--- src/rtl/lv_arbiter_if.sv ---
// LV write port: one offer (valid/idx/lv) toward the shared LV bank, ack back.
// master = lv_arbiter side, slave = LV storage side.
interface lv_arbiter_if #(
  parameter int p_width = 20,
  parameter int p_idx_w = 3
);
  logic               o_valid;
  logic [p_idx_w-1:0] o_idx;
  logic [p_width-1:0] o_lv;
  logic               i_ack;

  modport master (
    output o_valid,
    output o_idx,
    output o_lv,
    input  i_ack
  );

  modport slave (
    input  o_valid,
    input  o_idx,
    input  o_lv,
    output i_ack
  );
endinterface

--- src/rtl/lv_arbiter.sv ---
// lv_arbiter: captures synapse values on spike rising edges and serialises
// them onto one LV write port (lv: o_valid/o_idx/o_lv out, i_ack in).
// Ports: i_clk, i_rst_n (sync, active-low), i_spike, i_sv (packed values),
// lv (master modport), o_pending (per-neuron), o_overflow (sticky).
// Build option: LV_ARB_FIXED_PRIO_EN selects lowest-index-first priority;
// default is round-robin.
module lv_arbiter #(
  parameter int p_neurons = 8,
  parameter int p_width   = 20,
  parameter int p_idx_w   = 3
) (
  input  logic                         i_clk,
  input  logic                         i_rst_n,
  input  logic [p_neurons-1:0]         i_spike,
  input  logic [p_neurons*p_width-1:0] i_sv,
  lv_arbiter_if.master                 lv,
  output logic [p_neurons-1:0]         o_pending,
  output logic                         o_overflow
);

  typedef enum logic {
    S_IDLE,
    S_OFFER
  } state_t;

  state_t               state, state_n;
  logic [p_neurons-1:0] spike_d;
  logic [p_neurons-1:0] pending, pending_n;
  logic [p_width-1:0]   cap   [p_neurons];
  logic [p_width-1:0]   cap_n [p_neurons];
  logic [p_idx_w-1:0]   ptr, ptr_n;
  logic                 overflow, overflow_n;
  logic                 valid, valid_n;
  logic [p_idx_w-1:0]   idx, idx_n;
  logic [p_width-1:0]   lv_q, lv_n;

  logic [p_neurons-1:0] rise;
  logic [p_neurons-1:0] clr;
  logic                 found;
  logic [p_idx_w-1:0]   win;

  assign rise = i_spike & ~spike_d;

  always_ff @(posedge i_clk) begin
    if (!i_rst_n) begin
      state    <= S_IDLE;
      spike_d  <= '0;
      pending  <= '0;
      ptr      <= '0;
      overflow <= 1'b0;
      valid    <= 1'b0;
      idx      <= '0;
      lv_q     <= '0;
      for (int n = 0; n < p_neurons; n++) begin
        cap[n] <= '0;
      end
    end else begin
      state    <= state_n;
      spike_d  <= i_spike;
      pending  <= pending_n;
      ptr      <= ptr_n;
      overflow <= overflow_n;
      valid    <= valid_n;
      idx      <= idx_n;
      lv_q     <= lv_n;
      for (int n = 0; n < p_neurons; n++) begin
        cap[n] <= cap_n[n];
      end
    end
  end

  always_comb begin
    state_n    = state;
    valid_n    = valid;
    idx_n      = idx;
    lv_n       = lv_q;
    ptr_n      = ptr;
    clr        = '0;
    found      = 1'b0;
    win        = '0;
    for (int n = 0; n < p_neurons; n++) begin
      cap_n[n] = cap[n];
    end

    // Scan from ptr with wrap; ptr stays 0 in the fixed-priority build,
    // which turns this into a lowest-index-first search.
    for (int i = 0; i < p_neurons; i++) begin
      if (!found && pending[(int'(ptr) + i) % p_neurons]) begin
        found = 1'b1;
        win   = p_idx_w'((int'(ptr) + i) % p_neurons);
      end
    end

    if (state == S_OFFER && lv.i_ack) begin
      clr[idx] = 1'b1;
    end

    unique case (state)
      S_IDLE: begin
        if (found) begin
          state_n = S_OFFER;
          valid_n = 1'b1;
          idx_n   = win;
          lv_n    = cap[win];
        end
      end
      S_OFFER: begin
        if (lv.i_ack) begin
          state_n = S_IDLE;
          valid_n = 1'b0;
`ifdef LV_ARB_FIXED_PRIO_EN
          ptr_n   = '0;
`else
          if (int'(idx) == p_neurons - 1) begin
            ptr_n = '0;
          end else begin
            ptr_n = idx + 1'b1;
          end
`endif
        end
      end
      default: begin
        state_n = S_IDLE;
      end
    endcase

    // A rise on the index being acked re-arms it without flagging overflow.
    for (int n = 0; n < p_neurons; n++) begin
      if (rise[n]) begin
        cap_n[n] = i_sv[n*p_width +: p_width];
      end
    end
    pending_n  = (pending & ~clr) | rise;
    overflow_n = overflow | (|(rise & pending & ~clr));
  end

  assign lv.o_valid = valid;
  assign lv.o_idx   = idx;
  assign lv.o_lv    = lv_q;
  assign o_pending  = pending;
  assign o_overflow = overflow;

endmodule

--- src/flat_wrapper.sv ---
// flat-port wrapper written by rule: the top's interface ports become plain ports
module lv_arbiter_flat 
#(
  parameter int p_neurons = 8,
  parameter int p_width   = 20,
  parameter int p_idx_w   = 3
)
  (i_clk, i_rst_n, i_spike, i_sv, o_pending, o_overflow, lv_o_valid, lv_o_idx, lv_o_lv, lv_i_ack);
  lv_arbiter_if #(.p_width(p_width), .p_idx_w(p_idx_w)) lv_i ();
  input  logic i_clk;
  input  logic i_rst_n;
  input  logic [p_neurons-1:0] i_spike;
  input  logic [p_neurons*p_width-1:0] i_sv;
  output logic [p_neurons-1:0] o_pending;
  output logic o_overflow;
  output wire logic [$bits(lv_i.o_valid)-1:0] lv_o_valid;
  output wire logic [$bits(lv_i.o_idx)-1:0] lv_o_idx;
  output wire logic [$bits(lv_i.o_lv)-1:0] lv_o_lv;
  input wire logic [$bits(lv_i.i_ack)-1:0] lv_i_ack;
  assign lv_o_valid = lv_i.o_valid;
  assign lv_o_idx = lv_i.o_idx;
  assign lv_o_lv = lv_i.o_lv;
  assign lv_i.i_ack = lv_i_ack;
  lv_arbiter #(.p_neurons(p_neurons), .p_width(p_width), .p_idx_w(p_idx_w)) u_core (.i_clk(i_clk), .i_rst_n(i_rst_n), .i_spike(i_spike), .i_sv(i_sv), .lv(lv_i), .o_pending(o_pending), .o_overflow(o_overflow));
endmodule
--- config.mk ---
export PLATFORM = sky130hd
export DESIGN_NAME = lv_arbiter_flat
export DESIGN_NICKNAME = d
export VERILOG_FILES = /design/src/rtl/lv_arbiter_if.sv /design/src/rtl/lv_arbiter.sv /design/src/flat_wrapper.sv
export SDC_FILE = /design/constraint.sdc
export NUM_CORES = 1
export LEC_CHECK = 0
export CELL_PAD_IN_SITES_DETAIL_PLACEMENT = 0
export CELL_PAD_IN_SITES_GLOBAL_PLACEMENT = 1
export CORE_MARGIN = 2
export CORE_UTILIZATION = 39
export CTS_CLUSTER_DIAMETER = 80
export DETAILED_ROUTE_END_ITERATION = 6
export PLACE_DENSITY_LB_ADDON = 0.1
export SYNTH_ARGS = -nofsm -noshare
export SYNTH_HDL_FRONTEND = slang
export SYNTH_SLANG_ARGS = --single-unit
--- constraint.sdc ---
create_clock -name i_clk -period 6.55 [get_ports i_clk]
set_input_delay 1.31 -clock i_clk [delete_from_list [all_inputs] [get_ports i_clk]]
set_output_delay 1.31 -clock i_clk [all_outputs]
set_load 0.02 [all_outputs]
* Word level (Yosys, flattened, before mapping)
Memories as Yosys holds them, arrays and structs flattened. A register that Yosys moved wholly into a read port is not among the register bits.
Index checks and enable logic that the tools add are counted.
** Storage, ports and cells
- Latch bits :: 0
- Word-level logic and storage cells :: 164
- Output and inout port bits :: 33
- Register bits after elaboration :: 25
- Bits in read-only memories :: 0
- Memories kept :: 1
- Input port bits :: 171
- Bits in writable memories :: 160
** Memory list
- u_core.cap :: depth 8, width 20, rd ports 1, clocked after Yosys merged registers in 1, wr ports 8, line lv_arbiter.sv:29 : logic [p_width-1:0] cap [p_neurons];
** Operators by class
- Add/sub/neg operators :: 8
- Multiply operators :: 0
- Muxes and demuxes :: 67
- $lt $le $gt $ge :: 10
- Bitwise operators :: 24
- Shift-type cells :: 0
- Div/mod/pow operators :: 0
- Eq/ne operators :: 11
- Reductions and logical operators :: 36
** Operators with widths (number)
- $mux W20 :: 16
- $lt A4 B5 Y1 const B :: 7
- $and A8 B8 Y8 :: 4
- $mux W1 :: 30
- $mux W3 :: 9
- $bmux W1 S3 :: 8
- $reduce_and A2 Y1 :: 11
- $reduce_or A3 Y1 :: 7
- $not A8 Y8 :: 2
- $add A3 B3 Y3 const B :: 4
- $logic_and A1 B1 Y1 :: 9
- $or A1 B1 Y1 :: 9
- $logic_not A1 Y1 :: 8
- $lt A3 B4 Y1 const B :: 2
- $mux W8 :: 1
- $ne A1 B1 Y1 const B :: 8
- $or A8 B8 Y8 :: 1
- $reduce_or A8 Y1 :: 1
- $and A1 B1 Y1 const A :: 7
- $add A3 B1 Y3 const B :: 2
- $add A3 B2 Y3 const B :: 2
- $pmux W1 S2 :: 2
- $demux W1 S3 :: 1
- $eq A3 B1 Y1 const B :: 1
- 4 further kinds :: 4

* Depth between registers and ports, before layout
Gate-level depths: netlist (run 1).
- Word-level depth :: 28
- Mapped depth :: 15

* Worst setup path before layout (run 1)
Ideal clock, no wire load.
- Path type :: register -> register
- Start point :: register u_core.ptr[1]
- End point :: register u_core.lv_q[7] (netlist: u_core.lv.o_lv[7]) (read register of u_core.cap)
- Stages on the path, launching flop included :: 13
- Period minus slack after synthesis :: 3572 ps
- Data required time :: 6430 ps
- Path buffers :: 2
- Data arrival time :: 3452 ps
- Setup slack :: 2978 ps
- Path through :: dfxtp_1 buf_2 inv_1 ha_1 buf_2 mux4_2 mux2i_1 o21ai_0 a221oi_2 a41o_1 mux4_2 and3_1 o31a_1
** On the way
- Cells in the longest elaborated chain, start to end :: 25
- Elaborated cells on any way between the ends :: 61
** Ends and longest elaborated chain
- start, declared :: line lv_arbiter.sv:31 : logic [p_idx_w-1:0] ptr, ptr_n;
- start signal, assigned :: line lv_arbiter.sv:61 : ptr <= ptr_n;
- $add A3 B1 Y3 or $bmux W1 S3 (tied branches) :: line lv_arbiter.sv:88, lv_arbiter.sv:90
- $bmux W1 S3 or $mux W1 (tied branches) :: line lv_arbiter.sv:88 : if (!found && pending[(int'(ptr) + i) % p_neurons]) begin
- $mux W1 (implied by the code) :: line lv_arbiter.sv:88
- $mux W1 (implied by the code) or $logic_not A1 Y1 (tied branches) :: line lv_arbiter.sv:88
- $logic_and A1 B1 Y1 :: line lv_arbiter.sv:88
- $mux W1 :: line lv_arbiter.sv:88
- $logic_not A1 Y1 :: line lv_arbiter.sv:88
- $logic_and A1 B1 Y1 :: line lv_arbiter.sv:88
- (+9 left out)
- $mux W1 :: line lv_arbiter.sv:88
- $logic_not A1 Y1 :: line lv_arbiter.sv:88
- $logic_and A1 B1 Y1 :: line lv_arbiter.sv:88
- $mux W1 :: line lv_arbiter.sv:88
- $logic_not A1 Y1 :: line lv_arbiter.sv:88
- $logic_and A1 B1 Y1 :: line lv_arbiter.sv:88
- $mux W1 :: line lv_arbiter.sv:88
- $reduce_and A2 Y1 (no line)
- end, declared :: line lv_arbiter.sv:35 : logic [p_width-1:0] lv_q, lv_n;
Several ways; a longest one is shown, not always the timed one. The select of a mux whose other input is x is not followed.
A chain may end at the register's enable or synchronous reset.

* Worst setup path after layout (run 1)
- Start point :: register u_core.ptr[0]
- End point :: register u_core.lv_q[19] (netlist: u_core.lv.o_lv[19]) (read register of u_core.cap)
Same word-level chain as after synthesis.

==> results.yml, run 1 <==
run_status:
  status: "finished clean"
drt:
  vias: 6697
  firstDrtPassIters: 5
  wire_per_inst_um: 21.6
  final_antenna_net_count: 0
  drcViolationCount: 0
  drt_wl_total_mm: 27.2
  vias_per_cell: 5.31
  drtIter0Drc: 500
synth:
  yosysWarningCount: 0
  synth_top_cell_area_share_pct: 50.2
  synth_cells: 732
  synth_xor_area_share_pct: 0.366
  synth_top_family_by_area: "simple AND/OR/NAND/NOR gates"
  synth_area_leaders: "edfxtp_1 (50%), dfxtp_1 (9.4%), mux2i_1 (9.1%), and2_1 (8.6%), a22oi_1 (3.1%)"
  synthMuxAreaShare_pct: 12.2
  async_flop_share_pct: 0
  synth-main-ff-cell: "edfxtp_1"
  synth_compound_area_share_pct: 9.52
  postSynthAreaPerCell_sq_um: 13.1
  synth_area_sq_mm: 0.00958
  ys_ff_latch: 205
  yosys.area_share.simple_pct: 14.9
  ys_seq_area_share_pct: 59.6
  synth_top_area_cell: "edfxtp_1"
  synthAdderAreaFrac_pct: 0.523
  synth_cell_type_count: 61
  synth_edf_count: 160
  synthesis.nets: 907
floorplanning:
  dieArea_sq_mm: 0.0258
  rows: 57
  die_h_um: 161
  coreArea_sq_mm: 0.0242
  ios: 204
  initial_core_util_pct: 39.5
  die_width_um: 161
global_route:
  grt-ovfl-total: 0
  antenna_found_initial: 0
  grt_pass1_vias: 6991
  gr-usage-all-layers_pct: 20.8
  grt_max_degree: 59
  grt_pass1_wl_mm: 40.8
final_layout:
  drive_above_1_share_pct: 7.14
  fin_area_sq_mm: 0.0126
  fillers: 2111
  area_delta_synth_final_pct: 31.5
  finish.utilization_pct: 51.9
  num_antenna_cells: 0
  nets: 1098
  fin_cells: 1262
power:
  p_clk_share_pct: 28.8
  power_density_mw_per_mm2: 348
  comb_power_share_pct: 33.4
  power.internal_mw: 2.98
  p_seq_share_pct: 37.9
  swShare_pct: 32.1
  irDropWorstVdd_mv: 0.227
  switching_power_mw: 1.41
  leakagePower_nw: 4.89
placement:
  port_buffers: 203
  dp_cells: 1222
  gp_congestion: 0.788
  hpwl_mm: 19.4
  postPlaceCellArea_sq_mm: 0.0119
clock_network:
  clkLatencyLatePin_ns: 0.50
  hold_buffers: 0
  cts_tree: "done"
  clock-sinks: 205
  cts_resized: 0
  htree_levels: 1
  clk_pin_slew_ns: 0.06
  ctsRootBufferMaster: "clkbuf_16"
  clk_path_buf_depth: 3
  cts_buffers: 23
  postCtsSetupBuffers: 0
timing:
  fin_skew_ns: 0.00918
  finalHoldViolCount: 0
  setup_viol: 0
  relSlewSlack_pct: 27.7
  setup_tns_ns: 0
  tightest_slew_ns: 1.08
  fmax_ghz: 0.204
  rsz0062_at_grt: "no"
  fin_crit_sh_pct: 74.8
  drv_slew: 0
  final.min_clock_period_ns: 4.90
worst_hold_path:
  hp-class: "register to register"
worst_setup_path:
  cp_data_required_time_ns: 6.94
  cp.arrival_ns: 5.29
  cp_slowest_stage_delay_ns: 0.71
  path_class: "register to register"
  cp_common_cell: "mux2i_1"
  cp-start-kind: "register"
  end_kind: "register"
  crit_chain: "inv_1 > ha_1 > mux4_2 > mux2i_1 > a22o_1 > and4_1 > o21ai_1 > nand2_4 > buf_4 > mux2i_1 > a22oi_1 > a32o_1"
  crit_buf_inv: 2
  cp_top_family: "multiplexers"
  critPathMaxFanout: 40
  critPathSlowestCell: "dfxtp_1"
job:
  drv_cap: 0
-- cell usage in the layout, fill, tap and decap left out, drive strengths merged, types with 3 or more instances in the layout --
cell / count
a21oi: 16
a22oi: 39
a311oi: 3
a31oi: 4
a32o: 19
and2: 131
and3: 41
buf: 11
clkbuf: 30
clkdlybuf4s50: 202
clkinv: 6
dfxtp: 45
edfxtp: 160
ha: 4
inv: 9
mux2: 5
mux2i: 88
mux4: 9
nand2: 16
nand2b: 15
nand3: 5
nor2: 21
nor2b: 3
nor3: 3
o21a: 4
o21ai: 12
o22ai: 4
xnor2: 3
-- kinds of logic (layout without fill, tap and decap cells) --
logic type / count (synthesis) / in the layout
adder cells (fa/ha/maj): 4 / 4
AND/OR/NAND/NOR: 241 / 241
flip-flops: 205 / 205
AO/OA/AOI/OAI: 120 / 120
buffers and inverters: 56 / 262
XOR/XNOR: 4 / 4
multiplexers: 102 / 102
-- sequential cells by signal, summed over array words and instances, names as in the netlist --
| signal | flops |
|---|---|
| u_core.lv.o_valid | 1 |
| u_core.lv.o_idx | 3 |
| u_core.state | 1 |
| u_core.o_overflow | 1 |
| u_core.lv.o_lv | 20 |
| u_core.o_pending | 8 |
| u_core.cap | 160 |
| u_core.spike_d | 8 |
| u_core.ptr | 3 |
-- area by class of cell --
class                      count  area [sq um]  area share (%)
clock inverter                10           103           0.815
clock buffer                  30           642            5.10
inverter                       9          33.8           0.268
tap                          324           405            3.22
timing repair buffer         213          2100            16.7
sequential                   205          5710            45.3
multi-input combinational    471          3600            28.6
-- cells in the mapped netlist, drive strengths merged (5+ instances only) --
| cell type | instances |
|---|---|
| mux2i | 88 |
| inv | 9 |
| a32o | 19 |
| nand2b | 15 |
| buf | 18 |
| mux2 | 5 |
| mux4 | 9 |
| dfxtp | 45 |
| a21oi | 16 |
| nand2 | 16 |
| and3 | 41 |
| clkbuf | 29 |
| nor2 | 21 |
| and2 | 131 |
| nand3 | 5 |
| o21ai | 12 |
| a22oi | 39 |
| edfxtp | 160 |
-- worst paths after layout --
path                                                       from                               to  slack, ns  cells past startpoint
worst min-delay path            u_core.lv.o_lv[14]$_SDFFE_PN0P_  u_core.lv.o_lv[14]$_SDFFE_PN0P_       0.47                      1
worst max-delay path                 u_core.ptr[0]$_SDFFE_PN0P_  u_core.lv.o_lv[19]$_SDFFE_PN0P_       1.65                     12
worst max register to register       u_core.ptr[0]$_SDFFE_PN0P_  u_core.lv.o_lv[19]$_SDFFE_PN0P_       1.65                     12
worst min register to register  u_core.lv.o_lv[14]$_SDFFE_PN0P_  u_core.lv.o_lv[14]$_SDFFE_PN0P_       0.47                      1
-- layer usage --
layer	wire length, um	vias to the layer above	global-route usage [%]
met3	1390	45	2.94
met2	13500	242	36.1
li1	-	3142	-
met5	0	-	0
met4	783	0	5.97
met1	11500	3268	27.3
-- metrics by stage --
step	hold WS, ns	total power, mW	worst slack [ns]
after global routing	0.500	4.58	1.34
final	0.466	4.39	1.65
after CTS	0.469	4.43	1.71
after global placement	0.452	3.14	1.92
after detailed placement	0.455	3.16	1.75
after floorplan	0.505	2.63	2.98
-- power by group through the flow --
stage | combinational (mW) | sequential, mW | clock (mW)
after floorplan | 0.908 | 1.72 | 0
after global placement | 1.45 | 1.69 | 0
after detailed placement | 1.47 | 1.69 | 0
after CTS | 1.48 | 1.66 | 1.29
after global routing | 1.57 | 1.68 | 1.34
final | 1.46 | 1.66 | 1.26
(Power assumes the default switching activity.)
==> run 2, diff against run 1 <==
- CORE_UTILIZATION: 39 -> 37
- clock period: 6.55 -> 4.5 ns (I/O delays scaled with it)
==> results.yml, run 2 (synthesized netlist as in run 1, its figures left out) <==
run_status:
  status: "finished clean"
floorplanning:
  die_width_um: 165
  die_h_um: 165
  ios: 204
  rows: 58
  initial_core_util_pct: 37.8
  dieArea_sq_mm: 0.0272
  coreArea_sq_mm: 0.0253
final_layout:
  final_common_cell: "clkdlybuf4s50_1"
  num_antenna_cells: 0
  largest_reg_flops: 160
  fin_area_sq_mm: 0.0127
  top_register: "u_core.cap"
  drive_above_1_share_pct: 8.27
  fin_cells: 1285
  register_area_sq_mm: 0.00571
  nets: 1112
  finish.utilization_pct: 50.3
  final_cell_mix: "clkdlybuf4s50_1 (202), edfxtp_1 (160), and2_1 (131)"
  multiInputGateArea_sq_mm: 0.00360
  fillers: 2245
  area_delta_synth_final_pct: 33.0
job:
  drv_cap: 0
clock_network:
  clk_pin_slew_ns: 0.05
  ctsRootBufferMaster: "clkbuf_16"
  cts_buffers: 24
  htree_levels: 1
  postCtsSetupBuffers: 0
  clock-sinks: 205
  hold_buffers: 0
  cts_tree: "done"
  clkLatencyLatePin_ns: 0.52
  cts_resized: 0
  clk_path_buf_depth: 3
drt:
  vias_per_cell: 5.25
  drt_wl_total_mm: 29.0
  wire_per_inst_um: 22.6
  drtIter0Drc: 399
  drcViolationCount: 0
  vias: 6742
  firstDrtPassIters: 5
  final_antenna_net_count: 0
global_route:
  grt_pass1_wl_mm: 42.3
  antenna_found_initial: 0
  gr-usage-all-layers_pct: 21.1
  met1_usage_pct: 26.8
  grt_util_met2_pct: 38.0
  grtUsageMet3_pct: 3.97
  top_usage_layer: "met2"
  grt-ovfl-total: 0
  grt_pass1_vias: 7067
  grt_max_degree: 62
timing:
  fin_crit_sh_pct: 86.8
  rsz0062_at_grt: "no"
  drv_slew: 0
  relSlewSlack_pct: 23.2
  setup_viol: 0
  tightest_slew_ns: 1.15
  final.min_clock_period_ns: 3.90
  fmax_ghz: 0.256
  fin_skew_ns: 0.0219
  finalHoldViolCount: 0
  setup_tns_ns: 0
worst_setup_path:
  end_kind: "register"
  cp-start-kind: "register"
  r2r_start: "u_core.ptr[1]$_SDFFE_PN0P_"
  cp.arrival_ns: 4.29
  r2r_end: "u_core.lv.o_lv[17]$_SDFFE_PN0P_"
  rr_worst_depth: 11
  cp_data_required_time_ns: 4.89
  r2r_slack_ns: 0.60
  critPathMaxFanout: 29
  path_class: "register to register"
power:
  power_density_mw_per_mm2: 508
  p_total_mw: 6.47
  irDropWorstVdd_mv: 0.273
  leakagePower_nw: 4.97
worst_hold_path:
  min_path_cells: 1
  hp-class: "register to register"
  hp-start: "u_core.lv.o_lv[9]$_SDFFE_PN0P_"
  min_to: "u_core.lv.o_lv[9]$_SDFFE_PN0P_"
placement:
  dp_cells: 1241
  gp_congestion: 0.792
  port_buffers: 203
  postPlaceCellArea_sq_mm: 0.0120
  hpwl_mm: 21.0
## run 2: cell count changes in the layout (fill, tap and decap cells not counted), sizes merged
cell      change
bufinv        -1
clkinvlp      -2
buf          +13
clkinv        -3
clkbuf       +10
## run 2: how the worst max path moves through the flow
stage / startpoint / end / slack (ns) / cells after the start
global route: u_core.ptr[1]$_SDFFE_PN0P_ / u_core.lv.o_lv[17]$_SDFFE_PN0P_ / 0.39 / 11
floorplan: u_core.ptr[1]$_SDFFE_PN0P_ / u_core.lv.o_lv[7]$_SDFFE_PN0P_ / 0.93 / 12
finish: u_core.ptr[1]$_SDFFE_PN0P_ / u_core.lv.o_lv[17]$_SDFFE_PN0P_ / 0.60 / 11
global placement: u_core.ptr[0]$_SDFFE_PN0P_ / u_core.lv.o_lv[17]$_SDFFE_PN0P_ / 0.72 / 12
detailed placement: u_core.ptr[1]$_SDFFE_PN0P_ / u_core.lv.o_lv[17]$_SDFFE_PN0P_ / 0.65 / 12
CTS: u_core.ptr[1]$_SDFFE_PN0P_ / u_core.lv.o_lv[17]$_SDFFE_PN0P_ / 0.62 / 11
## run 2: cell type report
type                       count  area share, %
timing repair buffer         226           17.5
multi-input combinational    471           28.3
tap                          330           3.24
clock buffer                  40           5.50
inverter                       9          0.265
clock inverter                 4          0.432
sequential                   205           44.8
## run 2: metal layers
layer / share of wire [%] / routed length (um) / up-vias
li1: - / - / 3175
met1: 42 / 12200 / 3345
met2: 51 / 14800 / 196
met3: 5.7 / 1650 / 26
met4: 1.2 / 335 / 0
met5: 0 / 0 / -
## run 2: where the power goes
part           switching (mW)  internal [mW]
logic                    1.21           1.02
registers               0.129           2.27
clock network           0.728           1.11
total                    2.06           4.41
## run 2: worst max-delay path: stages, from the launching register on
cell     delay, ns
dfxtp_1       0.32
inv_1         0.05
ha_1          0.45
mux4_2        0.63
mux2i_1       0.39
and4_1        0.38
o21ai_1       0.20
nand2_4       0.14
buf_12        0.24
mux2i_1       0.47
a22oi_1       0.18
a32o_1        0.30
## run 2: through the flow
stage | worst slack, ns | hold WS [ns]
2_1_floorplan | 0.928 | 0.505
3_3_place_gp | 0.718 | 0.449
3_5_place_dp | 0.646 | 0.459
4_1_cts | 0.624 | 0.472
5_1_grt | 0.390 | 0.486
6_report | 0.596 | 0.469
